`config.mk`:
```
export PLATFORM = sky130hd
export DESIGN_NAME = icache_line_fill
export DESIGN_NICKNAME = d
export VERILOG_FILES = /design/src/rtl/icache_pkg.sv /design/src/rtl/line_assembler.sv /design/src/rtl/icache_line_fill.sv
export SDC_FILE = /design/constraint.sdc
export NUM_CORES = 1
export LEC_CHECK = 0
export ABC_AREA = 1
export ABC_CLOCK_PERIOD_IN_PS = 2300
export BUFFER_PORTS_ARGS = -buffer_cell sky130_fd_sc_hd__buf_2
export CAP_MARGIN = 20
export CELL_PAD_IN_SITES_DETAIL_PLACEMENT = 1
export CELL_PAD_IN_SITES_GLOBAL_PLACEMENT = 1
export CORE_MARGIN = 2
export CORE_UTILIZATION = 37
export DETAILED_ROUTE_END_ITERATION = 16
export GPL_TIMING_DRIVEN = 0
export PLACE_DENSITY_LB_ADDON = 0.12
export SKIP_CTS_REPAIR_TIMING = 1
export SLEW_MARGIN = 10
export SYNTH_ARGS = -nofsm -noshare
export SYNTH_HDL_FRONTEND = slang
export SYNTH_SLANG_ARGS = --single-unit
```
`constraint.sdc`:
```
create_clock -name clk -period 2.3 [get_ports clk]
set_clock_uncertainty 0.1 [all_clocks]
set_input_delay 0.345 -clock clk [delete_from_list [all_inputs] [get_ports clk]]
set_output_delay 0.345 -clock clk [all_outputs]
set_load 0.005 [all_outputs]
```
`src/rtl/icache_pkg.sv`:
```
// Shared definitions for the icache line-fill path.
// Holds default geometry, the derived line/beat/tag sizes, the fill FSM state
// type and the tag type. Modules take the defaults from here and can override
// them through their own parameters.
package icache_pkg;

   localparam int unsigned S_INDEX  = 3;
   localparam int unsigned S_OFFSET = 5;
   localparam int unsigned S_BEAT   = 64;
   localparam int unsigned NUM_WAYS = 2;

   localparam int unsigned LINE_BITS = (2 ** S_OFFSET) * 8;
   localparam int unsigned BEATS     = LINE_BITS / S_BEAT;
   localparam int unsigned TAG_W     = 32 - S_INDEX - S_OFFSET;

   typedef enum logic [1:0] {IDLE, FETCH, WRITE, DONE} fill_state_t;

   typedef logic [TAG_W-1:0] tag_t;

   // Line width in bits for a given offset width.
   function automatic int unsigned line_bits(input int unsigned off);
      return (2 ** off) * 8;
   endfunction

endpackage

```
`src/rtl/line_assembler.sv`:
```
// Beat counter plus line register for a pmem burst.
// Ports:
//   clk, rst     clock, asynchronous active-low reset
//   clr          restart assembly at beat 0 (line contents kept)
//   beat_valid   beat_data is a beat to store at the current slot
//   beat_data    one burst beat
//   last         beat_valid on the final slot of the line
//   line         assembled line, beat 0 in the lowest bits
module line_assembler #(
   parameter int unsigned LineBits = 256,
   parameter int unsigned BeatW    = 64
) (
   input  logic                clk,
   input  logic                rst,
   input  logic                clr,
   input  logic                beat_valid,
   input  logic [BeatW-1:0]    beat_data,
   output logic                last,
   output logic [LineBits-1:0] line
);

   localparam int unsigned Beats = LineBits / BeatW;
   localparam int unsigned CntW  = (Beats > 1) ? $clog2(Beats) : 1;
   localparam logic [CntW-1:0] CntLast = CntW'(Beats - 1);

   logic [CntW-1:0]     cnt_q, cnt_d;
   logic [LineBits-1:0] line_q, line_d;

   always_comb begin
      cnt_d  = cnt_q;
      line_d = line_q;
      if (clr) begin
         cnt_d = '0;
      end else if (beat_valid) begin
         for (int i = 0; i < int'(Beats); i++) begin
            if (cnt_q == CntW'(i)) begin
               line_d[i*BeatW +: BeatW] = beat_data;
            end
         end
         // Wrap on the last beat so the counter never exceeds Beats-1.
         cnt_d = (cnt_q == CntLast) ? '0 : cnt_q + CntW'(1);
      end
   end

   always_ff @(posedge clk or negedge rst) begin
      if (!rst) begin
         cnt_q  <= '0;
         line_q <= '0;
      end else begin
         cnt_q  <= cnt_d;
         line_q <= line_d;
      end
   end

   assign last = beat_valid && (cnt_q == CntLast);
   assign line = line_q;

endmodule

```
`src/rtl/icache_line_fill.sv`:
```
// Icache line fill: on a miss, bursts one line from pmem, assembles it and
// writes data/tag/valid into the victim way in a single cycle.
// Ports:
//   clk, rst                 clock, asynchronous active-low reset
//   miss_req, miss_addr      fill request (held until fill_done) and address
//   victim_way               way to replace, sampled on accept
//   pmem_rdata, pmem_resp    burst beat data / valid
//   pmem_read, pmem_address  burst request and line-aligned address
//   busy                     fill in progress
//   fill_done                one-cycle pulse after the array write
//   way_load                 one-hot array load strobe
//   windex, tag_out, line_out  array write index, tag and line
module icache_line_fill
   import icache_pkg::*;
#(
   parameter int unsigned s_index  = S_INDEX,
   parameter int unsigned s_offset = S_OFFSET,
   parameter int unsigned s_beat   = S_BEAT,
   parameter int unsigned num_ways = NUM_WAYS
) (
   input  logic                         clk,
   input  logic                         rst,
   input  logic                         miss_req,
   input  logic [31:0]                  miss_addr,
   input  logic [$clog2(num_ways)-1:0]  victim_way,
   input  logic [s_beat-1:0]            pmem_rdata,
   input  logic                         pmem_resp,
   output logic                         pmem_read,
   output logic [31:0]                  pmem_address,
   output logic                         busy,
   output logic                         fill_done,
   output logic [num_ways-1:0]          way_load,
   output logic [s_index-1:0]           windex,
   output logic [31-s_index-s_offset:0] tag_out,
   output logic [2**s_offset*8-1:0]     line_out
);

   localparam int unsigned LineBits = line_bits(s_offset);
   localparam int unsigned TagW     = 32 - s_index - s_offset;
   localparam logic [31:0] OffMask  = (32'd1 << s_offset) - 32'd1;

   fill_state_t                 state_q, state_d;
   logic [31:0]                 addr_q, addr_d;
   logic [$clog2(num_ways)-1:0] way_q, way_d;

   logic accept;
   logic beat_valid;
   logic beat_last;

   // fill_done only rises in DONE, so a request still held there cannot retrigger.
   assign accept     = (state_q == IDLE) && miss_req && !fill_done;
   assign beat_valid = pmem_resp && (state_q == FETCH);

   line_assembler #(
      .LineBits (LineBits),
      .BeatW    (s_beat)
   ) u_line_assembler (
      .clk        (clk),
      .rst        (rst),
      .clr        (accept),
      .beat_valid (beat_valid),
      .beat_data  (pmem_rdata),
      .last       (beat_last),
      .line       (line_out)
   );

   always_ff @(posedge clk or negedge rst) begin
      if (!rst) begin
         state_q <= IDLE;
         addr_q  <= '0;
         way_q   <= '0;
      end else begin
         state_q <= state_d;
         addr_q  <= addr_d;
         way_q   <= way_d;
      end
   end

   always_comb begin
      state_d = state_q;
      addr_d  = addr_q;
      way_d   = way_q;
      unique case (state_q)
         IDLE: begin
            if (accept) begin
               state_d = FETCH;
               addr_d  = miss_addr & ~OffMask;
               way_d   = victim_way;
            end
         end
         FETCH:   if (beat_last) state_d = WRITE;
         WRITE:   state_d = DONE;
         DONE:    state_d = IDLE;
         default: state_d = IDLE;
      endcase
   end

   always_comb begin
      pmem_read = 1'b0;
      busy      = 1'b1;
      fill_done = 1'b0;
      way_load  = '0;
      unique case (state_q)
         IDLE:    busy = 1'b0;
         FETCH:   pmem_read = 1'b1;
         WRITE:   way_load[way_q] = 1'b1;
         DONE:    fill_done = 1'b1;
         default: busy = 1'b0;
      endcase
   end

   // Address-derived outputs come straight from the latched address, so they
   // stay stable from WRITE until the next accept.
   assign pmem_address = addr_q;
   assign windex       = addr_q[s_offset +: s_index];
   assign tag_out      = addr_q[31 -: TagW];

endmodule

```
==> results of run 1 <==
## critical path, stage by stage (launching register included)
cell     delay [ns]
dfrtp_1        0.39
inv_1          0.09
ha_1           0.25
nand3_2        0.20
buf_4          0.27
buf_6          0.19
buf_2          0.27
nand4_1        0.17
nand2_1        0.11
## cell usage after synthesis
cell type and number:
buf_4 42, ha_1 8, clkbuf_1 28, buf_1 19, nand3_2 4, nand4_1 193, nand2_1 552, conb_1 1
nor2_1 2, nand2_2 1, inv_1 38, inv_2 1, nand3_1 69, o21ai_1 28, dfrtp_1 288, buf_6 2
buf_2 49, o21ai_0 1
## flip-flops by register name, summed over array words and instances, names as in the netlist
signal	cells
u_line_assembler.line	256
pmem_address	27
state_q	2
u_line_assembler.cnt_q	2
way_q	1
## power groups by stage
stage	clock, µW	sequential, µW	combinational (µW)
6_report	5450	8710	8350
5_1_grt	5760	8970	9380
4_1_cts	5560	8700	8390
3_5_place_dp	0	8730	8360
3_3_place_gp	0	8680	8100
2_1_floorplan	0	8810	3640
## cells by family (layout without fill, tap and decap cells)
| group | after synthesis | in the layout |
|---|---|---|
| adder cells (fa/ha/maj) | 8 | 8 |
| other | 1 | 6 |
| buffers and inverters | 179 | 669 |
| AND/OR/NAND/NOR | 821 | 821 |
| flip-flops | 288 | 288 |
| AO/OA/AOI/OAI | 29 | 29 |
## routing by layer
layer,track usage,up-vias,wire (µm)
met2,0.4411,357,21730
met5,0,-,0
met4,0.06112,0,922
met1,0.3377,5734,19040
li1,-,5298,-
met3,0.06343,50,3049
## worst max path at each step
| stage | endpoint | cells after the start | start |
|---|---|---|---|
| final | u_line_assembler.line[149] | 8 | state_q[0] |
| after global routing | u_line_assembler.line[11] | 8 | state_q[1] |
| after CTS | u_line_assembler.line[62] | 6 | u_line_assembler.cnt_q[0] |
| after detailed placement | u_line_assembler.line[62] | 6 | u_line_assembler.cnt_q[0] |
| after global placement | u_line_assembler.line[48] | 1 | rst |
| after floorplan | u_line_assembler.line[200] | 8 | state_q[0] |
## metrics by stage
step                setup TNS [ns]  setup slack [ns]  std cells  utilization
floorplan                        0            0.6931       1330            -
CTS                         -1.070          -0.09460       2243       0.4919
finish                           0            0.1900       2263       0.4996
detailed placement         -0.1149          -0.07510       2185       0.4569
global placement          -1413.02            -4.943       2182       0.4540
global route             -0.001861         -0.001861       2263       0.4996
## cell type report
type	instances	area (µm²)
clock inverter	4	70.07
antenna	1	2.502
sequential	288	7207
inverter	39	148.9
tap	442	553.0
clock buffer	54	1060
timing repair buffer	432	2335
multi-input combinational	863	3973
buffer	140	783.3
fill	3886	16160
==> results.cfg, run 1 <==
[pwr]
switching_share = 0.3742
seqPwrFrac = 0.387
power.total_uw = 22510
combPwrFrac = 0.371
p_leak_uw = 0.009398
p_sw_uw = 8422
vdd_drop_max_v = 0.0005790
p_per_area_nw_per_um2 = 1395
power.share.clock = 0.242
p_int_uw = 14090

[synth]
synth_mux_area_frac = 0
syn_area_um2 = 12040
ys_warn_count = 0
syn_inst = 1326
ys_seq_area_frac = 0.5986
synth_fa_ha_area_frac = 0.008313
synth_top_area_cell = dfrtp_1
synth_top_area_frac = 0.5986
synthSimpleGateAreaFrac = 0.3055
synthXorXnorAreaFrac = 0
synthTopCellsByArea = dfrtp_1 (60%), nand2_1 (17%), nand4_1 (10%)
avgSynthCellArea_um2 = 9.080
synth_top_family_by_area = simple AND/OR/NAND/NOR gates
synth-compound-area-share = 0.01205
ys_ff_latch = 288
synth.distinct_cells = 18

[setup_path]
crit_fanout = 10
r2r-end = u_line_assembler.line[149]
required_ns = 2.64
timing.rr.start = state_q[0]
crit_arrival_ns = 2.45
startpoint_type = register
rr_worst_depth = 8
worstSetupPathType = reg2reg
cp-end-kind = register
ff2ff_setup_slack_ns = 0.19

[route]
num_vias = 11440
drc = 0
first_iter_violations = 699
routed_wl_um = 44740
drt_pass1_iterations = 5
postRouteAntennaNets = 0
vias_per_cell = 5.055
routedWlPerCell_um = 19.77

[place]
place_hpwl_um = 32230
gp_congestion = 0.7978
place_area_um2 = 14750
io_buffer_count = 410

[clock_tree]
cts_tree = built
clkLatencyLatePin_ns = 0.50
clock_sinks = 288
numCtsBuffers = 34
htree_levels = 2
clkTransAtPathRegs_ns = 0.05
cts_root_buf = clkbuf_16
clk_path_buf_depth = 3

[sta]
drv_slew = 0
period_minus_slack_ns = 2.110
hold-worst-slack_ns = -0.3320
relSlewSlack = 0.6186
tightest_slew_ns = 0.5721
timing.fmax_mhz = 473.9
hold_viol = 67
setup_viol = 0
post-route-period-util = 0.9174

[finish]
final_cell_mix = nand2_1 (552), buf_2 (456), dfrtp_1 (288)
drive_gt1_frac = 0.3148
synthToLayoutAreaGrowth_pct = 33.98
layout.nets = 1907
layout_commonest_cell = nand2_1
design_area_um2 = 16130

[global_routing]
grt_pass1_wl_um = 68370
first_global_vias = 11660
track_usage = 0.2608
grt_start_max_net_pins = 88
antenna_found_initial = 1
grt_overflow = 0

[hold_path]
worst_hold_path_type = in2async

[run_status]
status = complete, but fails checks
violations = negative hold slack

[floorplanning]
io_pins = 421
dieArea_um2 = 34000
die_h_um = 184.4
chipWidth_um = 184.4
core_um2 = 32290
rows = 66
initial_core_util = 0.3729

[run]
cap_violations = 0
No activity file was read; power rests on OpenSTA's default activity.
==> run 2: changes to the inputs <==
CORE_MARGIN = 5   (was 2)
==> run 2 against run 1 <==
The flow still finishes with violations (negative hold slack). Non-clock buffer count increased by 5. Core utilization about the same. Global-route usage shrank 0.85 points. Critical path type unchanged. Critical endpoint is now u_line_assembler.line[81]. Largest cell class unchanged.
==> results.cfg, run 2 (synthesized netlist as in run 1, its figures left out) <==
[finish]
synthToLayoutAreaGrowth_pct = 34.40
layout.nets = 1912
drive_gt1_frac = 0.3153
design_area_um2 = 16180
layout_commonest_cell = nand2_1
final_cell_mix = nand2_1 (552), buf_2 (455), dfrtp_1 (288)
largest_reg_flops = 256

[clock_tree]
cts_root_buf = clkbuf_16
htree_levels = 2
cts_tree = built
clk_path_buf_depth = 3
clkLatencyLatePin_ns = 0.50
numCtsBuffers = 34
clock_sinks = 288
clkTransAtPathRegs_ns = 0.06

[sta]
finalWorstSetupSlack_ns = 0.1484
timing.fmax_mhz = 464.8
relSlewSlack = 0.5826
rsz0062_at_grt = true
period_minus_slack_ns = 2.152
hold-worst-slack_ns = -0.02320
drv_slew = 0
tightest_slew_ns = 0.6261
hold_viol = 4
setup_viol = 0
post-route-period-util = 0.9355

[global_routing]
antenna_found_initial = 1
grt_pass1_wl_um = 71900
grt_start_max_net_pins = 90
first_global_vias = 12150
grt_overflow = 0
track_usage = 0.2523

[route]
vias_per_cell = 5.089
routedWlPerCell_um = 20.68
postRouteAntennaNets = 0
drc = 0
first_iter_violations = 667
drt_pass1_iterations = 5
routed_wl_um = 46930
num_vias = 11550

[pwr]
combPwrFrac = 0.373
vdd_drop_max_v = 0.0007098
p_int_uw = 14080
seqPwrFrac = 0.385
p_per_area_nw_per_um2 = 1400
p_leak_uw = 0.009430
power.share.clock = 0.242
p_sw_uw = 8580
switching_share = 0.3787

[setup_path]
crit_fanout = 10
timing.rr.start = state_q[1]
slowest_stage = dfrtp_1
startpoint_type = register
r2r-end = u_line_assembler.line[81]
rr_worst_depth = 8
required_ns = 2.59
crit_start = state_q[1]
ff2ff_setup_slack_ns = 0.15
cp-end-kind = register
crit_path_frequent_cell = nand2_1
max_stage_delay_ns = 0.42
cp_top_family = buffers and inverters
cp_cell_sequence = inv_1 > ha_1 > nand2_1 > inv_2 > nand3_2 > clkbuf_2 > nand2_1 > nand2_1
worstSetupPathType = reg2reg
critPathBufInv = 3
crit_arrival_ns = 2.44

[place]
place_hpwl_um = 33940
gp_congestion = 0.8123
place_area_um2 = 14750
io_buffer_count = 410
pre_cts_slack_ns = -0.1299

[hold_path]
worst_hold_path_type = in2reg
holdPathStages = 3
whs_endpoint = pmem_address[21]
hp-start = miss_addr[21]

[floorplanning]
initial_core_util = 0.3719
io_pins = 421
core_um2 = 32370
die_h_um = 190.4
dieArea_um2 = 36250
rows = 66
chipWidth_um = 190.4

[run_status]
violations = negative hold slack
status = complete, but fails checks

[run]
cap_violations = 0
-- run 2: cell types whose count changed in the layout (fill, tap and decap cells not counted), sizes merged --
cell,previous run,this run
bufinv,2,1
clkinv,2,5
dlygate4sd3,19,24
-- run 2: worst reg2reg max path, cell delays in order, from the launching register on --
cell	delay [ns]
dfrtp_1	0.42
inv_1	0.10
ha_1	0.22
nand2_1	0.15
inv_2	0.23
nand3_2	0.31
clkbuf_2	0.32
nand2_1	0.12
nand2_1	0.06
-- run 2: per-layer routing --
layer,global-route usage,vias up,wire (µm)
met3,0.07525,88,3615
li1,-,5313,-
met1,0.3216,5772,19150
met4,0.06768,2,1385
met5,0,-,8
met2,0.4214,377,22780
-- run 2: worst max path at each step --
stage,slack [ns],to,depth (start not counted)
after floorplan,0.69,u_line_assembler.line[200],8
after global placement,-4.94,u_line_assembler.line[44],1
after detailed placement,-0.13,u_line_assembler.line[12],6
after CTS,-0.15,u_line_assembler.line[12],6
after global routing,-0.01,u_line_assembler.line[95],8
final,0.15,u_line_assembler.line[81],8
-- run 2: power groups by stage --
stage               clock [µW]  sequential [µW]  combinational, µW
global placement             0             8700               8170
detailed placement           0             8770               8480
finish                    5480             8720               8450
global route              5830             9020               9460
floorplan                    0             8810               3640
CTS                       5580             8730               8520
-- run 2: final cells by class --
type | count | area (µm²)
inverter | 39 | 146.4
sequential | 288 | 7207
fill | 3968 | 16190
antenna | 1 | 2.502
clock buffer | 54 | 1090
tap | 442 | 553.0
multi-input combinational | 863 | 3963
buffer | 140 | 780.7
clock inverter | 6 | 55.05
timing repair buffer | 437 | 2385
-- run 2: metrics by stage --
stage	total power (µW)	std cells	setup TNS, ns	util
2_1_floorplan	12450	1330	0	-
5_1_grt	24310	2269	-0.07485	0.4998
6_report	22650	2270	0	0.4999
3_3_place_gp	16870	2182	-1411.21	0.4529
4_1_cts	22830	2245	-5.539	0.4911
3_5_place_dp	17240	2185	-4.116	0.4557
